===== src/rtl/dest_reg_tracker.sv =====
// Destination-register tracker: carries the selected write register through the
// EX/MEM/WB slots, and derives the EX forwarding selects and the load-use stall.
module dest_reg_tracker #(
    parameter int unsigned REG_W      = 5,
    parameter bit          ZERO_GUARD = 1'b1
) (
    input  logic             Clk,
    input  logic             Rst_n,
    input  logic [REG_W-1:0] WriteReg_ID,
    input  logic             RegWrite_ID,
    input  logic             MemRead_ID,
    input  logic [REG_W-1:0] Rs_ID,
    input  logic [REG_W-1:0] Rt_ID,
    input  logic             UsesRt_ID,
    input  logic             Flush,
    input  logic             Hold,
    output logic             Stall,
    output logic [1:0]       ForwardA,
    output logic [1:0]       ForwardB,
    output logic [REG_W-1:0] WriteReg_MEM,
    output logic             RegWrite_MEM,
    output logic [REG_W-1:0] WriteReg_WB,
    output logic             RegWrite_WB
);

    // EX slot keeps its sources for forwarding; MemRead is only consumed by the
    // load-use check while the load sits in EX, so later slots do not carry it.
    logic [REG_W-1:0] ex_wr_q, ex_rs_q, ex_rt_q;
    logic             ex_rw_q, ex_mr_q;
    logic [REG_W-1:0] mem_wr_q, wb_wr_q;
    logic             mem_rw_q, wb_rw_q;

    logic             ex_wr_valid, mem_wr_valid, wb_wr_valid;
    logic             mem_hit_rs, mem_hit_rt, wb_hit_rs, wb_hit_rt;
    logic             stall;

    // Register 0 is never a real producer when the guard is enabled.
    assign ex_wr_valid  = !ZERO_GUARD || (ex_wr_q != '0);
    assign mem_wr_valid = !ZERO_GUARD || (mem_wr_q != '0);
    assign wb_wr_valid  = !ZERO_GUARD || (wb_wr_q != '0);

    assign mem_hit_rs = mem_rw_q && mem_wr_valid && (mem_wr_q == ex_rs_q);
    assign mem_hit_rt = mem_rw_q && mem_wr_valid && (mem_wr_q == ex_rt_q);
    assign wb_hit_rs  = wb_rw_q && wb_wr_valid && (wb_wr_q == ex_rs_q);
    assign wb_hit_rt  = wb_rw_q && wb_wr_valid && (wb_wr_q == ex_rt_q);

    // Load in EX whose result the ID instruction needs next cycle.
    assign stall = ex_mr_q && ex_rw_q && ex_wr_valid &&
                   ((ex_wr_q == Rs_ID) || (UsesRt_ID && (ex_wr_q == Rt_ID)));

    assign Stall        = stall;
    assign WriteReg_MEM = mem_wr_q;
    assign RegWrite_MEM = mem_rw_q;
    assign WriteReg_WB  = wb_wr_q;
    assign RegWrite_WB  = wb_rw_q;

    // Operand selects: MEM beats WB so the newest value wins.
    always_comb begin
        ForwardA = 2'b00;
        ForwardB = 2'b00;
        if (mem_hit_rs) begin
            ForwardA = 2'b10;
        end else if (wb_hit_rs) begin
            ForwardA = 2'b01;
        end
        if (mem_hit_rt) begin
            ForwardB = 2'b10;
        end else if (wb_hit_rt) begin
            ForwardB = 2'b01;
        end
    end

    // Slot advance: Hold freezes everything; stall or flush inserts one bubble into EX.
    always_ff @(posedge Clk or negedge Rst_n) begin
        if (!Rst_n) begin
            ex_wr_q  <= '0;
            ex_rs_q  <= '0;
            ex_rt_q  <= '0;
            ex_rw_q  <= 1'b0;
            ex_mr_q  <= 1'b0;
            mem_wr_q <= '0;
            mem_rw_q <= 1'b0;
            wb_wr_q  <= '0;
            wb_rw_q  <= 1'b0;
        end else if (!Hold) begin
            wb_wr_q  <= mem_wr_q;
            wb_rw_q  <= mem_rw_q;
            mem_wr_q <= ex_wr_q;
            mem_rw_q <= ex_rw_q;
            if (stall || Flush) begin
                ex_wr_q <= '0;
                ex_rs_q <= '0;
                ex_rt_q <= '0;
                ex_rw_q <= 1'b0;
                ex_mr_q <= 1'b0;
            end else begin
                ex_wr_q <= WriteReg_ID;
                ex_rs_q <= Rs_ID;
                ex_rt_q <= Rt_ID;
                ex_rw_q <= RegWrite_ID;
                ex_mr_q <= MemRead_ID;
            end
        end
    end

endmodule

===== config.mk =====
export PLATFORM = sky130hd
export DESIGN_NAME = dest_reg_tracker
export DESIGN_NICKNAME = d
export VERILOG_FILES = /design/src/rtl/dest_reg_tracker.sv
export SDC_FILE = /design/constraint.sdc
export NUM_CORES = 1
export LEC_CHECK = 0
export BUFFER_PORTS_ARGS = -buffer_cell sky130_fd_sc_hd__buf_4
export CORE_MARGIN = 2
export CORE_UTILIZATION = 35
export CTS_BUF_LIST = sky130_fd_sc_hd__clkbuf_16
export DETAILED_ROUTE_END_ITERATION = 12
export PLACE_DENSITY = 0.59
export SETUP_SLACK_MARGIN = 0.3
export SLEW_MARGIN = 20
export SYNTH_ARGS = -nofsm -noshare
export SYNTH_HDL_FRONTEND = slang
export SYNTH_SLANG_ARGS = --single-unit

===== constraint.sdc =====
create_clock -name Clk -period 2.32 [get_ports Clk]
set_clock_uncertainty 0.05 [all_clocks]
set_input_delay 0.232 -clock Clk [delete_from_list [all_inputs] [get_ports Clk]]
set_output_delay 0.232 -clock Clk [all_outputs]
set_load 0.005 [all_outputs]

* Word level (Yosys, flattened, before mapping)
Index checks and enable logic that the tools add are counted.
** Word-level totals
- Bits of input ports :: 22
- Output and inout port bits :: 17
- Bits in registers :: 29
** Cells by class
- Reduce and logical (&&, ||, !) cells :: 15
- Equality and inequality tests :: 6
- Mux-type cells :: 9
** Operator list (count)
- 5-bit == test :: 6
- 5-bit two-way mux :: 3
- 5-bit nonzero test :: 3
- 1-bit logical AND :: 10
- 1-bit two-way mux :: 4
- 2-bit two-way mux :: 2
- 1-bit logical OR :: 2

* Depth between registers and ports, before layout
- Word-level depth :: 6
- Mapped depth :: 5
- Gate-level depth less buffers :: 4

* Least setup slack after synthesis
OpenSTA, ideal clock, no wires.
- Path type :: register to output
- From :: reg mem_wr_q[1] (netlist: WriteReg_MEM[1])
- To :: out ForwardA[0]
- Data arrival time :: 1494 ps
- Buffers on the path :: 0
- Cell stages (with the launch flop) :: 5
- Path slack :: 544 ps
- Cells stage by stage :: dfrtp_1 or4_1 o21ai_1 nor4_1 nor4_1
** Between the ends
- Word-level cells in the longest chain between the ends :: 4
- Elaborated cells on any way between the ends :: 5
- Those cells by class :: eq/ne: 1; mux: 1; reduce/logical: 3
** Ends and longest elaborated chain
- start: declaration :: line 30 : logic [REG_W-1:0] mem_wr_q, wb_wr_q;
- start signal: assignment :: line 88 : mem_wr_q <= ex_wr_q;
- 5-bit nonzero test :: line 39 : assign mem_wr_valid = !ZERO_GUARD || (mem_wr_q != '0);
- 1-bit logical AND :: line 42 : assign mem_hit_rs = mem_rw_q && mem_wr_valid && (mem_wr_q == ex_rs_q);
- 1-bit logical AND * :: line 42
- via mem_hit_rs :: line 34 : logic mem_hit_rs, mem_hit_rt, wb_hit_rs, wb_hit_rt;
- 2-bit two-way mux * :: line 61 : if (mem_hit_rs) begin
- end: declaration :: line 18 : output logic [1:0] ForwardA,
The timed path passes the listed nets; every way through them passes the cells marked *.

* Worst setup path in the final report
- From :: reg wb_wr_q[3] (netlist: WriteReg_WB[3])
- To :: out ForwardB[0]
** Between the ends
- Word-level cells in the longest chain between the ends :: 5
- Elaborated cells on any way between the ends :: 6
- Those cells by class :: eq/ne: 1; mux: 2; reduce/logical: 3
** Ends and longest elaborated chain
- start: declaration :: line 30
- start signal: assignment :: line 86 : wb_wr_q <= mem_wr_q;
- 5-bit nonzero test :: line 40 : assign wb_wr_valid = !ZERO_GUARD || (wb_wr_q != '0);
- 1-bit logical AND :: line 45 : assign wb_hit_rt = wb_rw_q && wb_wr_valid && (wb_wr_q == ex_rt_q);
- 1-bit logical AND * :: line 45
- 1-bit two-way mux * :: line 68 : end else if (wb_hit_rt) begin
- 2-bit two-way mux * :: line 66 : if (mem_hit_rt) begin
- end: declaration :: line 19 : output logic [1:0] ForwardB,
Mark *: on every way between the ends. The rest lies on a longest branch, timed or not.

==> PnR_summary.wiki <==
{| class="wikitable"
! Metric !! Value
|-
| Number of library cell types mapped by synthesis || 26
|-
| Ports || 39
|-
| Post-synth net total || 184
|-
| Path category of the worst min-delay check || primary input to flip-flop
|-
| Clk pin slew, worst setup/hold paths || ~0.05 ns
|-
| Layout net count || 228
|-
| Longest Clk Path Bufs || 2
|-
| Area fraction of the dominant cell type after synthesis || 41.9%
|-
| WS Path Type || flip-flop to output pin
|-
| Share of total power consumed by net switching || 30.6%
|-
| Most used flip-flop cell after synthesis || dfrtp_1
|-
| Total number of vias || 1,437
|-
| TritonCTS clock tree || built
|-
| Detailed-router iteration count before antenna repair || 4
|-
| Number of flops mapped to enable cells by yosys || 0
|-
| Comb pwr share || a little over a quarter
|-
| Capturing element of the worst setup path || ForwardB[0]
|-
| Fraction of final layout cells with drive strength greater than 1 || 45.1%
|-
| Top area cells in the synthesized netlist || dfrtp_1 (42%), xnor2_1 (8.1%), mux2_2 (7.8%)
|-
| Post-layout power || 1800 µW
|-
| GRT met1 Usage || 23.4%
|-
| Flop pwr share || between 40% and 50%
|-
| Critical R2R Capture || ex_rs_q[2]
|-
| Top achievable clock speed || 0.471 GHz
|-
| Warning count from the yosys run || 0
|-
| CP Launch Type || flip-flop
|-
| Worst IR Drop VDD || 305 µV
|-
| CTS H-tree lvls || 2
|-
| First-iteration detailed-routing DRC count || 77
|-
| Area Overhead vs Synth || 32.9%
|-
| Logic depth of the worst register-to-register path || 6
|-
| Max cap viols || 0
|-
| Flip-flop and latch count after synthesis || 29
|-
| Most common library cell in the layout ignoring fill and taps || buf_4
|-
| Clk root buf || clkbuf_16
|-
| Final worst-path cycle share || 91.6%
|-
| Weighted congestion reported at the end of routability-driven placement || 0.929
|-
| Number of inserted filler cells in the final layout || 464
|-
| Worst slew margin relative to its limit || 68.4%
|-
| Antenna violations before repair || 0
|-
| First-pass GRT wire length || 6.96 mm
|-
| Maximum number of pins on one net before global-route repair || 45
|-
| Part of the total power dissipated in the clock network || between 30 and 40%
|-
| Number of buffers created by CTS || 5
|-
| LEAKAGE || 0.000942 µW
|-
| Shortest period the worst path allows || 2.12 ns
|-
| Vias per inst || 5.26
|-
| Synth async-reset ratio || 100%
|-
| TritonCTS sink count || 29
|-
| Number of rows in the core area || 25
|-
| Insertion delay to the later sink of the worst-skew pair || 0.27 ns
|-
| Gate count of the mapped netlist || 162
|-
| DRT Wirelength || 4.50 mm
|-
| Worst endpoint data arrival time || 1.84 ns
|-
| Cell taking the most area after synthesis || dfrtp_1
|-
| Final setup vio count || 0
|-
| Core outline area || roughly 0.0048 mm²
|-
| Final hold violation count || 0
|-
| Chip Width || around 74 µm
|-
| Sw power || about 550 µW
|-
| Highest-count cells in the layout ignoring fill and taps || buf_4 (48), dfrtp_1 (20), xnor2_1 (16)
|-
| Netlist area before placement || between 0.0015 and 0.002 mm²
|-
| Worst-case register-to-register setup slack || between 0.4 and 0.5 ns
|-
| Worst-margin pin slew || 0.474 ns
|-
| DIE HEIGHT || approximately 74 µm
|-
| Busiest metal layer after global routing || met2
|-
| Global-route track usage on met3 || between 3 and 4%
|-
| Half-perimeter wire length after placement || 3.12 mm
|-
| Kind of capture point of the worst setup path || output pin
|-
| Post-route setup TNS || 0 ns
|-
| RSZ-0062 raised after global routing || yes
|-
| Power density over the cells || 785 mW/mm²
|-
| Required time of the worst setup path || 2.04 ns
|-
| Multi-input combinational cell area || ~1000 µm²
|-
| Number of antenna repair diodes || 0
|-
| Sequential standard cell area || 737 µm²
|-
| Number of nets with antenna violations after detailed routing || 0
|-
| Overall fraction of global-route tracks in use || 16.9%
|-
| Effective utilization at floorplan || 36.4%
|-
| GRT met2 Usage || 25.3%
|-
| Top fanout value on the critical path || 5
|-
| Routed wire per std cell || 16.5 µm
|-
| Overall die area || 0.00552 mm²
|-
| DRC Markers || 0
|-
| Int Pwr || 1250 µW
|-
| Sequential fraction of the synthesis area || 41.9%
|-
| Number of I/O port buffers || 38
|-
| Number of global-route vias before repair || around 1,400
|-
| Crit path launch || WriteReg_WB[3]
|-
| Final global-route overflow total || 0
|-
| Count of final max-slew check failures || 0
|-
| Mean area per synthesized cell || 10.7 µm²
|-
| Launching point of the worst reg2reg path || ex_wr_q[4]
|-
| Outcome || finished, final reports clean
|}
state kept, by name, summed over array words and instances, names as in the netlist:
signal	flops
RegWrite_MEM	1
RegWrite_WB	1
WriteReg_MEM	5
WriteReg_WB	5
ex_mr_q	1
ex_rs_q	5
ex_rt_q	5
ex_rw_q	1
ex_wr_q	5
final cells by class:
class | count | area share (%)
clock buffers | 5 | 5.44
clock inverters | 2 | 0.326
multi-input cells | 121 | 42.4
flip-flops and latches | 29 | 32.0
well taps | 67 | 3.65
repair buffers | 49 | 16.1
worst max-delay path, cell delays in order, from the launching register on:
cell and delay (ns):
dfrtp_2 0.44, xor2_1 0.15, or4_1 0.54, nor4_2 0.28, buf_4 0.16
metrics by stage:
step / hold slack (ns) / util [%] / setup WS, ns / std cells / cell area, µm²
finish: 0.170 / 48.4 / 0.195 / 273 / 2300
global route: 0.178 / 48.4 / 0.101 / 273 / 2300
CTS: 0.169 / 46.8 / 0.146 / 268 / 2230
detailed placement: 0.131 / 43.3 / 0.342 / 259 / 2060
global placement: 0.131 / 43.3 / 0.425 / 259 / 2060
floorplan: -0.114 / - / 0.544 / 162 / 1730
power groups by stage:
stage,Sequential [µW],Clock [µW],Combinational (µW)
6_report,727,595,483
5_1_grt,741,625,529
4_1_cts,728,607,437
3_5_place_dp,732,0,425
3_3_place_gp,727,0,416
2_1_floorplan,696,0,264
worst min-delay path by stage:
stage	startpoint	cells past startpoint	slack (ns)	to
2_1_floorplan	Rst_n	0	-0.11	RegWrite_MEM
3_3_place_gp	Rst_n	1	0.13	RegWrite_WB
3_5_place_dp	Rst_n	1	0.13	RegWrite_WB
4_1_cts	Rs_ID[1]	3	0.17	ex_rs_q[1]
5_1_grt	Rs_ID[1]	3	0.18	ex_rs_q[1]
6_report	Rs_ID[1]	3	0.17	ex_rs_q[1]
layer usage:
metal / share of wire, % / vias up
met5: 0 / -
li1: - / 687
met2: 44 / 47
met4: 1.9 / 0
met1: 48 / 694
met3: 5.9 / 9
Yosys cell counts (all sizes together), types with 3 or more instances:
| library cell | instances |
|---|---|
| or3b | 7 |
| xor2 | 14 |
| buf | 7 |
| or4 | 5 |
| o21ai | 19 |
| xnor2 | 16 |
| mux2 | 12 |
| nor3b | 7 |
| nand2 | 12 |
| clkbuf | 5 |
| a32oi | 10 |
| dfrtp | 29 |
| a22oi | 7 |
| nor4 | 4 |
| nand3 | 3 |
cell families after synthesis:
kind of cell | after synthesis | share of synthesized area, %
compound gates | 38 | 16.3
mux | 12 | 7.81
buf+inv | 12 | 3.98
simple gates | 41 | 14.8
flops | 29 | 41.9
xor+xnor | 30 | 15.2
repair_timing:
| action | in CTS | in global routing |
|---|---|---|
| pin swaps | 3 | 6 |
| hold buffers | 1 | 0 |
| hold endpoints to repair | 29 | 0 |
| resized for setup | 6 | 10 |
| setup buffers | 1 | 5 |
| setup endpoints to repair | 3 | 5 |
(Power assumes the default switching activity.)
